**config.mk**
```make
export PLATFORM = sky130hd
export DESIGN_NAME = regfile_mp_flat
export DESIGN_NICKNAME = d
export VERILOG_FILES = /design/src/rtl/regfile_mp_pkg.sv /design/src/rtl/regfile_mp_if.sv /design/src/rtl/regfile_mp_rd_port.sv /design/src/rtl/regfile_mp.sv /design/src/flat_wrapper.sv
export SDC_FILE = /design/constraint.sdc
export NUM_CORES = 1
export LEC_CHECK = 0
export CORE_MARGIN = 5
export CORE_UTILIZATION = 40
export DETAILED_ROUTE_END_ITERATION = 8
export PLACE_DENSITY_LB_ADDON = 0.25
export SLEW_MARGIN = 10
export SYNTH_ARGS = -nofsm -noshare
export SYNTH_HDL_FRONTEND = slang
export SYNTH_SLANG_ARGS = --single-unit
```
**constraint.sdc**
```tcl
create_clock -name clk -period 5.7 [get_ports clk]
set_input_delay 1.14 -clock clk [delete_from_list [all_inputs] [get_ports clk]]
set_output_delay 1.14 -clock clk [all_outputs]
set_load 0.05 [all_outputs]
```
**src/rtl/regfile_mp_pkg.sv**
```systemverilog
// Shared types and sizing helpers for the multi-read-port register file.
package regfile_pkg;

  typedef enum logic {
    ST_CLEAR,
    ST_READY
  } state_t;

  function automatic int depthOf(input int addrW);
    return 1 << addrW;
  endfunction

endpackage

```
**src/rtl/regfile_mp_if.sv**
```systemverilog
// Writeback/operand-fetch bus of the register file: one write port, NUM_RD read ports.
interface regfile_mp_if #(
  parameter int DATA_W = 32,
  parameter int ADDR_W = 5,
  parameter int NUM_RD = 2
);
  logic                     en;
  logic                     wr_en;
  logic [ADDR_W-1:0]        wr_addr;
  logic [DATA_W-1:0]        wr_data;
  logic [NUM_RD-1:0]        rd_en;
  logic [NUM_RD*ADDR_W-1:0] rd_addr;
  logic [NUM_RD*DATA_W-1:0] rd_data;
  logic                     init_busy;

  modport master (
    output en, wr_en, wr_addr, wr_data, rd_en, rd_addr,
    input  rd_data, init_busy
  );

  modport slave (
    input  en, wr_en, wr_addr, wr_data, rd_en, rd_addr,
    output rd_data, init_busy
  );
endinterface

```
**src/rtl/regfile_mp_rd_port.sv**
```systemverilog
// One registered read port: hardwired-zero check, write-first bypass, output register.
module regfile_rd_port #(
  parameter int DATA_W   = 32,
  parameter int ADDR_W   = 5,
  parameter int ZERO_REG = 1
) (
  input  logic              clk,
  input  logic              rst,
  input  logic              rdStrobe,
  input  logic [ADDR_W-1:0] rdAddr,
  input  logic              wrEn,
  input  logic [ADDR_W-1:0] wrAddr,
  input  logic [DATA_W-1:0] wrData,
  input  logic [DATA_W-1:0] memData,
  output logic [DATA_W-1:0] rdData
);

  always_ff @(posedge clk) begin
    if (rst) begin
      rdData <= '0;
    end else if (rdStrobe) begin
      if (ZERO_REG != 0 && rdAddr == '0) begin
        rdData <= '0;
      end else if (wrEn && wrAddr == rdAddr) begin
        rdData <= wrData;
      end else begin
        rdData <= memData;
      end
    end
  end

endmodule

```
**src/rtl/regfile_mp.sv**
```systemverilog
// Parametrised register file with a post-reset clear sweep and NUM_RD registered read ports.
module regfile_mp
  import regfile_pkg::*;
#(
  parameter int DATA_W   = 32,
  parameter int ADDR_W   = 5,
  parameter int NUM_RD   = 2,
  parameter int ZERO_REG = 1
) (
  input logic          clk,
  input logic          rst,
  regfile_mp_if.slave  bus
);

  localparam int DEPTH = depthOf(ADDR_W);
  localparam logic [ADDR_W:0] LAST_PTR = (ADDR_W+1)'(DEPTH - 1);

  state_t            state;
  logic [ADDR_W:0]   clrPtr;
  logic              initBusy;
  logic [DATA_W-1:0] mem [DEPTH];
  logic              ready;
  logic              wrAccept;

  assign ready    = (state == ST_READY);
  assign wrAccept = ready && bus.en && bus.wr_en &&
                    !(ZERO_REG != 0 && bus.wr_addr == '0);
  assign bus.init_busy = initBusy;

  always_ff @(posedge clk) begin
    if (rst) begin
      state    <= ST_CLEAR;
      clrPtr   <= '0;
      initBusy <= 1'b1;
    end else if (state == ST_CLEAR) begin
      clrPtr <= clrPtr + 1'b1;
      if (clrPtr == LAST_PTR) begin
        state    <= ST_READY;
        initBusy <= 1'b0;
      end
    end
  end

  // mem has no reset; the sweep is the only way entries become defined
  always_ff @(posedge clk) begin
    if (!rst) begin
      if (state == ST_CLEAR) begin
        mem[clrPtr[ADDR_W-1:0]] <= '0;
      end else if (wrAccept) begin
        mem[bus.wr_addr] <= bus.wr_data;
      end
    end
  end

  for (genvar p = 0; p < NUM_RD; p++) begin : gRd
    logic [ADDR_W-1:0] addr;
    logic [DATA_W-1:0] data;

    assign addr = bus.rd_addr[p*ADDR_W +: ADDR_W];
    assign bus.rd_data[p*DATA_W +: DATA_W] = data;

    regfile_rd_port #(
      .DATA_W   (DATA_W),
      .ADDR_W   (ADDR_W),
      .ZERO_REG (ZERO_REG)
    ) uPort (
      .clk      (clk),
      .rst      (rst),
      .rdStrobe (ready && bus.en && bus.rd_en[p]),
      .rdAddr   (addr),
      .wrEn     (bus.wr_en),
      .wrAddr   (bus.wr_addr),
      .wrData   (bus.wr_data),
      .memData  (mem[addr]),
      .rdData   (data)
    );
  end

endmodule
```
**src/flat_wrapper.sv**
```systemverilog
// flat-port wrapper written by rule: the top's interface ports become plain ports
module regfile_mp_flat import regfile_pkg::*;
#(
  parameter int DATA_W   = 32,
  parameter int ADDR_W   = 5,
  parameter int NUM_RD   = 2,
  parameter int ZERO_REG = 1
)
  (clk, rst, bus_en, bus_wr_en, bus_wr_addr, bus_wr_data, bus_rd_en, bus_rd_addr, bus_rd_data, bus_init_busy);
  regfile_mp_if #(.DATA_W(DATA_W), .ADDR_W(ADDR_W), .NUM_RD(NUM_RD)) bus_i ();
  input logic clk;
  input logic rst;
  input wire logic [$bits(bus_i.en)-1:0] bus_en;
  input wire logic [$bits(bus_i.wr_en)-1:0] bus_wr_en;
  input wire logic [$bits(bus_i.wr_addr)-1:0] bus_wr_addr;
  input wire logic [$bits(bus_i.wr_data)-1:0] bus_wr_data;
  input wire logic [$bits(bus_i.rd_en)-1:0] bus_rd_en;
  input wire logic [$bits(bus_i.rd_addr)-1:0] bus_rd_addr;
  output wire logic [$bits(bus_i.rd_data)-1:0] bus_rd_data;
  output wire logic [$bits(bus_i.init_busy)-1:0] bus_init_busy;
  assign bus_i.en = bus_en;
  assign bus_i.wr_en = bus_wr_en;
  assign bus_i.wr_addr = bus_wr_addr;
  assign bus_i.wr_data = bus_wr_data;
  assign bus_i.rd_en = bus_rd_en;
  assign bus_i.rd_addr = bus_rd_addr;
  assign bus_rd_data = bus_i.rd_data;
  assign bus_init_busy = bus_i.init_busy;
  regfile_mp #(.DATA_W(DATA_W), .ADDR_W(ADDR_W), .NUM_RD(NUM_RD), .ZERO_REG(ZERO_REG)) u_core (.clk(clk), .rst(rst), .bus(bus_i));
endmodule
```
==> results of run 1 <==
[placed cells by master, fill, tap and decap left out, types with 5 or more instances in the layout]
master                            Yosys  final
sky130_fd_sc_hd__clkbuf_16            0    113
sky130_fd_sc_hd__o221ai_1            23     23
sky130_fd_sc_hd__nand3_1            146    146
sky130_fd_sc_hd__and2_1              37     35
sky130_fd_sc_hd__nor3_1               7      6
sky130_fd_sc_hd__o21ai_0             11     11
sky130_fd_sc_hd__bufinv_16            0     13
sky130_fd_sc_hd__mux4_2             248    248
sky130_fd_sc_hd__xnor2_1             12     12
sky130_fd_sc_hd__nor2_4               0     35
sky130_fd_sc_hd__clkbuf_1           124     12
sky130_fd_sc_hd__a221oi_1            10     10
sky130_fd_sc_hd__a22oi_1            278    278
sky130_fd_sc_hd__clkinvlp_4           0     13
sky130_fd_sc_hd__nor2b_4              0      5
sky130_fd_sc_hd__a41oi_1             32     32
sky130_fd_sc_hd__clkbuf_8             0      9
sky130_fd_sc_hd__nor2_1              48     13
sky130_fd_sc_hd__o22ai_1             11     11
sky130_fd_sc_hd__edfxtp_1          1024   1024
sky130_fd_sc_hd__buf_12               0     35
sky130_fd_sc_hd__nand2_1             34     34
sky130_fd_sc_hd__o21ai_1             25     24
sky130_fd_sc_hd__clkinv_1             0     16
sky130_fd_sc_hd__clkdlybuf4s50_1      0    111
sky130_fd_sc_hd__o211ai_1             6      6
sky130_fd_sc_hd__a22o_1              18     18
sky130_fd_sc_hd__buf_4               13    108
sky130_fd_sc_hd__dfxtp_1             72     72
sky130_fd_sc_hd__mux2i_1            596    596
sky130_fd_sc_hd__a222oi_1            10     10
sky130_fd_sc_hd__clkinv_2             0     28
sky130_fd_sc_hd__a21oi_1             22     20
sky130_fd_sc_hd__a221o_1             32     32
sky130_fd_sc_hd__nand2b_1            13     13
sky130_fd_sc_hd__a211o_1             12     12
sky130_fd_sc_hd__nor2b_1             14      7
[cells by family after synthesis]
kind of cell               share of synthesized area (%)
AOI/OAI and AO/OA                                   7.63
xor gates and xnor gates                           0.243
adders and majority gates                         0.0247
buffers and inverters                               2.31
DFF                                                 63.7
muxes                                               22.9
and+or+nand+nor                                     3.21
[final timing paths]
| kind | end |
|---|---|
| min | u_core.bus.init_busy |
| min reg2reg | u_core.bus.init_busy |
| max reg2reg | u_core.mem[20][2] |
| max | u_core.mem[20][2] |
[tightest hold or removal path: cells and delay by family (launching register included)]
kind | cells | cell delay, ps
AO/OA/AOI/OAI | 1 | 70
AND/OR/NAND/NOR | 1 | 50
flip-flops | 1 | 310
[power breakdown]
group | internal, W | switching [W] | leakage [nW]
logic | 0.000419 | 0.000716 | 7.73
registers | 0.00872 | 0.0000308 | 8.64
clock network | 0.00433 | 0.00323 | 1.82
total | 0.0135 | 0.00398 | 18.2
[per-stage QoR]
stage | cell area [µm²] | instances
after floorplan | 50600 | 3021
after global placement | 54500 | 4688
after detailed placement | 54500 | 4688
after CTS | 58300 | 4898
after global routing | 58300 | 4899
final | 58300 | 4902
[cell type report]
cell class	count	area [µm²]	share of cell area [%]
Clock inverter	76	756	1.30
Sequential cell	1096	32200	55.2
Multi-Input combinational cell	1681	17600	30.2
Timing Repair Buffer	259	2690	4.61
Antenna cell	3	7.51	0.0129
Inverter	3	11.3	0.0193
Tap cell	1650	2060	3.54
Clock buffer	134	3000	5.14
[routing by layer]
| metal | share of wire (%) | up-vias |
|---|---|---|
| met5 | 0 | - |
| met4 | 3.2 | 0 |
| met3 | 11 | 313 |
| met2 | 45 | 2096 |
| met1 | 41 | 17000 |
| li1 | - | 12900 |
[registers in the layout (all words and copies together), names as in the netlist]
signal and count:
u_core.clrPtr 6, u_core.mem 1024, u_core.gRd.uPort.rdData 64, u_core.ready 1
u_core.bus.init_busy 1
==> reports/results.md, run 1 <==
| Item | Value |
|---|---|
| Status | finished clean |
| Sum of negative setup slack | 0 ps |
| H-Tree Level Count | 3 |
| Layout overhead on the synthesized area | 15.3% |
| Final worst path period need | 4000 ps |
| Grt peak-use layer | met2 |
| Wire length of the first global-routing pass | 244000 µm |
| Postcts setup bufs | 0 |
| Post-route fraction of the period consumed by the critical path | 70.2% |
| Most used cell along the critical path | sky130_fd_sc_hd__buf_4 |
| Max-slew violation total from the final report | 0 |
| Placer's final routability congestion estimate | 0.877 |
| Core Rows | 130 |
| Global routing usage on met2 | 39.0% |
| Final hold violations | 0 |
| Register-to-register setup slack | 2030 ps |
| Crit. End Element | flip-flop |
| CP startpoint kind | primary input |
| Area of the core | 126000 µm² |
| Die Y-Extent | 366 µm |
| Start point of the worst hold path | u_core.bus.init_busy |
| Die X-Extent | 366 µm |
| Drt via density | 6.60 |
| Slowest cell delay on critical path | 770 ps |
| Post-CTS clock slew at the launch and capture registers of the worst setup and hold paths | 60 ps |
| WP data required | 6090 ps |
| Vias in the first global route | 32.5k |
| Number of buffers and inverters on the critical path | 5 |
| Hold WC Path Type | reg2reg |
| Setup repair after global routing missed its margin | false |
| Mean Syn Cell Area | 16.7 µm² |
| Initial DRC count | 4387 |
| Top cells by instance count after synthesis | sky130_fd_sc_hd__edfxtp_1, sky130_fd_sc_hd__mux2i_1, sky130_fd_sc_hd__a22oi_1 |
| Worst hold path depth | 2 |
| Clock latency of the later-clocked register in the worst-skew pair | 700 ps |
| Length in cells of the worst reg-to-reg path | 7 |
| Number of placed I/O pins | 118 |
| Highest clock frequency the design can meet | 250 MHz |
| Root buffer cell | sky130_fd_sc_hd__clkbuf_16 |
| Gr usage total | 25.5% |
| Total Die Area | 134000 µm² |
| Arrival time at the worst endpoint | 4390 ps |
| Pre-CTS worst setup slack | 1100 ps |
| Number of optimization iterations in the first detailed-route pass | 6 |
| Kind of critical path | in2reg |
| Normalized max-slew margin | 12.0% |
| Top FF cell, synth | sky130_fd_sc_hd__edfxtp_1 |
| Worst-path cell chain | clkdlybuf4s50_1 > buf_4 > nand4b_1 > a21oi_4 > buf_4 > a21oi_2 > buf_4 > nor2_4 > buf_4 |
| Number of synthesized register bits | 1096 |
| Portion of synthesized cell area occupied by the leading cell type | 60.8% |
| Residual overflow from global routing | 0 |
| TritonCTS clock tree | yes |
| Syn. warnings | 0 |
| Clock skew | 36.3 ps |
| Setup-failing EPs final | 0 |
| Worst ir drop on vdd | 0.252 mV |
| Number of nets produced by synthesis | 3075 |
| Cell with the biggest individual delay on the critical path | sky130_fd_sc_hd__nor2_4 |
| Count of cell instances traversed by the critical path | 9 |
| Clock tree buffer depth | 3 |
| Total Routed Length | 174000 µm |
| Fraction of the yosys area taken by sequential cells | 63.7% |
| Number of enable-type register cells in the synthesized netlist | 1024 |
| Power density relative to cell area | 299 nW/µm² |
| Maximum fanout along the worst path | 19 |
| Met1 Resource Use GR | 35.9% |
| Fraction of the core area covered by cells at the end of the flow | 46.4% |
| Worst flop-to-flop path startpoint | u_core.ready |
| Area leader, netlist | sky130_fd_sc_hd__edfxtp_1 |
| Most area-consuming cells after synthesis | sky130_fd_sc_hd__edfxtp_1, sky130_fd_sc_hd__mux2i_1, sky130_fd_sc_hd__mux4_2, sky130_fd_sc_hd__a22oi_1, sky130_fd_sc_hd__dfxtp_1 |
| M3 GR Usage | 6.75% |
| Wire per inst | 35.4 µm |
| Minimum hold slack | 476 ps |
| Worst path setup slack after routing | 1700 ps |
| Number of nets at the end of the flow | 3206 |
| Number of nets with antenna violations after detailed routing | 0 |
| Effective utilization at floorplan | 40.3% |
| Number of antenna violations at the first check in global routing | 4 |
| CTS hold repair buffers | 0 |
| Ratio of cells with drive above 1 in the final layout | 19.6% |
| Dominant delay contributor by cell family on the critical path | buffers and inverters |
| Reported leakage power | 18.2 nW |
| Measured slew at the worst slew-check pin | 1320 ps |
| Ys async rst share | 0% |
| Resize count post-CTS | 0 |
| Number of buffers inserted during clock tree synthesis | 111 |
| Count of vias placed by the detailed router | 32.3k |
| Total power after layout | 0.0174 W |
| Final-layout fill cell count | 10.6k |
| Final HPWL from detailed placement | 108000 µm |
| Crit path from | rst |
| Number of clock sinks seen by CTS | 1096 |
| Synth Instances | 3021 |
| Number of max-cap violations | 0 |
| Residual DRC count | 0 |
| Pin count of the biggest net entering global routing | 81 |
| Summed instance area of the synthesized netlist | 50600 µm² |
| Buffers added on ports | 117 |
| Unique masters post-synth | 54 |
| Dominant cell by count in the synthesized netlist | sky130_fd_sc_hd__edfxtp_1 |
Note: power is estimated with default switching activity, not from simulation.
==> run 2, diff against run 1 <==
==> constraint.sdc (replaced) <==
create_clock -name clk -period 3.66 [get_ports clk]
set_input_delay 0.732 -clock clk [delete_from_list [all_inputs] [get_ports clk]]
set_output_delay 0.732 -clock clk [all_outputs]
set_load 0.05 [all_outputs]
==> reports/results.md, run 2 (synthesis gave the netlist of run 1 again) <==
| Item | Value | Delta |
|---|---|---|
| Final-layout fill cell count | 10.5k | was 10.6k |
| Worst path setup slack after routing | 424 ps | was 1700 ps |
| Number of antenna violations at the first check in global routing | 6 | was 4 |
| Post-route fraction of the period consumed by the critical path | 88.4% |  |
| Total Die Area | 134000 µm² | unchanged |
| Hold WC Path Type | reg2reg | unchanged |
| Ratio of cells with drive above 1 in the final layout | 21.1% | was 19.6% |
| Final hold violations | 0 | unchanged |
| Area of placed instances | 56100 µm² | was 54500 µm² |
| Gr usage total | 25.3% | was 25.5% |
| Number of buffers inserted during clock tree synthesis | 116 | was 111 |
| CTS hold repair buffers | 0 | unchanged |
| Met2 wire length | 78100 µm | was 77700 µm |
| End of the worst hold path | u_core.bus.init_busy | unchanged |
| Effective utilization at floorplan | 40.3% | unchanged |
| Resize count post-CTS | 0 | unchanged |
| Worst flop-to-flop path startpoint | u_core.clrPtr[0] | was u_core.ready |
| Residual DRC count | 0 | unchanged |
| Clock latency of the later-clocked register in the worst-skew pair | 720 ps | was 700 ps |
| Top reg by flops | u_core.mem | unchanged |
| Die X-Extent | 366 µm | unchanged |
| Drt via density | 6.52 | was 6.60 |
| Power density relative to cell area | 449 nW/µm² | was 299 nW/µm² |
| Core Rows | 130 | unchanged |
| Post-route cell area | 59700 µm² | was 58300 µm² |
| Normalized max-slew margin | 19.7% | was 12.0% |
| Crit. End Element | flip-flop | unchanged |
| Root buffer cell | sky130_fd_sc_hd__clkbuf_16 | unchanged |
| Kind of critical path | reg2reg | was in2reg |
| Buffers added on ports | 117 | unchanged |
| Highest clock frequency the design can meet | 309 MHz |  |
| Number of placed I/O pins | 118 | unchanged |
| Placer's final routability congestion estimate | 0.910 | was 0.877 |
| Pre-CTS worst setup slack | -30.8 ps | was 1100 ps |
| Worst hold path depth | 2 | unchanged |
| Final worst path period need | 3240 ps |  |
| H-Tree Level Count | 3 | unchanged |
| Initial DRC count | 4078 | was 4387 |
| Worst ir drop on vdd | 0.392 mV | was 0.252 mV |
| End of the worst register-to-register path | u_core.mem[17][2] | was u_core.mem[20][2] |
| Max-slew violation total from the final report | 0 | unchanged |
| Count of vias placed by the detailed router | 32.6k | was 32.3k |
| Post-CTS clock slew at the launch and capture registers of the worst setup and hold paths | 60 ps | about the same |
| Start point of the worst hold path | u_core.bus.init_busy | unchanged |
| Wire per inst | 34.5 µm | was 35.4 µm |
| Maximum fanout along the worst path | 13 | was 19 |
| Setup-failing EPs final | 0 | unchanged |
| Postcts setup bufs | 0 | unchanged |
| Number of nets at the end of the flow | 3296 | was 3206 |
| TritonCTS clock tree | yes | unchanged |
| Crit path from | u_core.clrPtr[0] | was rst |
| Arrival time at the worst endpoint | 3630 ps | was 4390 ps |
| Measured slew at the worst slew-check pin | 1190 ps | was 1320 ps |
| Final HPWL from detailed placement | 108000 µm | about the same |
| WP data required | 4050 ps | was 6090 ps |
| Sum of routed wire segments on met1 | 69300 µm | was 70800 µm |
| Number of max-cap violations | 0 | unchanged |
| Die Y-Extent | 366 µm | unchanged |
| Flip-flop count of the largest register after layout | 1024 | unchanged |
| Met3 Wirelength | 19300 µm | was 19700 µm |
| Clock tree buffer depth | 3 | unchanged |
| Register-to-register setup slack | 420 ps | was 2030 ps |
| Top library cells by usage in the layout, fill and taps aside | sky130_fd_sc_hd__edfxtp_1, sky130_fd_sc_hd__mux2i_1, sky130_fd_sc_hd__a22oi_1 | unchanged |
| Total Routed Length | 173000 µm | was 174000 µm |
| Pin count of the biggest net entering global routing | 66 | was 81 |
| Length in cells of the worst reg-to-reg path | 5 | was 7 |
| Status | finished clean | unchanged |
| Vias in the first global route | 32.6k | was 32.5k |
| Top flop regs | u_core.mem (1024), u_core.gRd.uPort.rdData (64), u_core.clrPtr (6) | unchanged |
| Number of optimization iterations in the first detailed-route pass | 7 | was 6 |
| Most common library cell in the layout ignoring fill and taps | sky130_fd_sc_hd__edfxtp_1 | unchanged |
| Layout overhead on the synthesized area | 18.1% | was 15.3% |
| Setup repair after global routing missed its margin | false | unchanged |
| Clock skew | 33.8 ps | was 36.3 ps |
| Wire length of the first global-routing pass | 243000 µm | was 244000 µm |
| Sum of negative setup slack | 0 ps | unchanged |
| Residual overflow from global routing | 0 | unchanged |
| CP startpoint kind | flip-flop | was primary input |
| Area of the core | 126000 µm² | unchanged |
| Reported leakage power | 18.8 nW | was 18.2 nW |
| Number of nets with antenna violations after detailed routing | 0 | unchanged |
| Number of clock sinks seen by CTS | 1096 | unchanged |
| DR top layer | met4 | unchanged |
==> run 2: cell count changes in the layout (fill, tap and decap cells not counted), sizes merged <==
cell      change
diode         +2
clkinv        +6
clkinvlp      -6
clkbuf       +10
bufinv        -6
buf          +85
==> run 2: worst max path at each step <==
stage	slack, ps	endpoint
after floorplan	-330	u_core.mem[0][0]
after global placement	-130	u_core.mem[29][17]
after detailed placement	-30	u_core.mem[29][26]
after CTS	680	u_core.mem[29][0]
after global routing	380	u_core.mem[17][2]
final	420	u_core.mem[17][2]
==> run 2: per-layer routing <==
metal | vias up | GRT usage (%)
li1 | 13100 | -
met1 | 17100 | 35.1
met2 | 1991 | 38.9
met3 | 331 | 6.69
met4 | 0 | 8.72
met5 | - | 0
==> run 2: critical path, stage by stage, from the launching register on <==
cell and delay (ps):
sky130_fd_sc_hd__dfxtp_1 600, sky130_fd_sc_hd__nor4b_1 1010, sky130_fd_sc_hd__nor2_1 560, sky130_fd_sc_hd__buf_4 330, sky130_fd_sc_hd__nor2_4 200, sky130_fd_sc_hd__buf_12 210
==> run 2: layout make-up <==
type	count	area, µm²	area share (%)
antenna	5	12.5	0.0210
clock buffer	144	3090	5.17
clock inverter	70	561	0.939
inverter	3	11.3	0.0189
multi-input combinational	1681	17600	29.4
sequential	1096	32200	53.9
tap	1650	2060	3.46
timing repair buffer	344	4220	7.07
==> run 2: where the power goes <==
part / switching (W) / internal, W / total, W
clock network: 0.00490 / 0.00644 / 0.0113
logic: 0.00114 / 0.000720 / 0.00186
registers: 0.0000469 / 0.0136 / 0.0136
total: 0.00608 / 0.0207 / 0.0268
==> run 2: per-stage QoR <==
step	hold WS, ps	util (%)	std cells	power [W]
floorplan	477	-	3021	0.0149
global placement	470	44.6	4774	0.0157
detailed placement	462	44.6	4774	0.0157
CTS	470	47.5	4988	0.0270
global route	505	47.5	4990	0.0276
finish	467	47.6	4993	0.0268
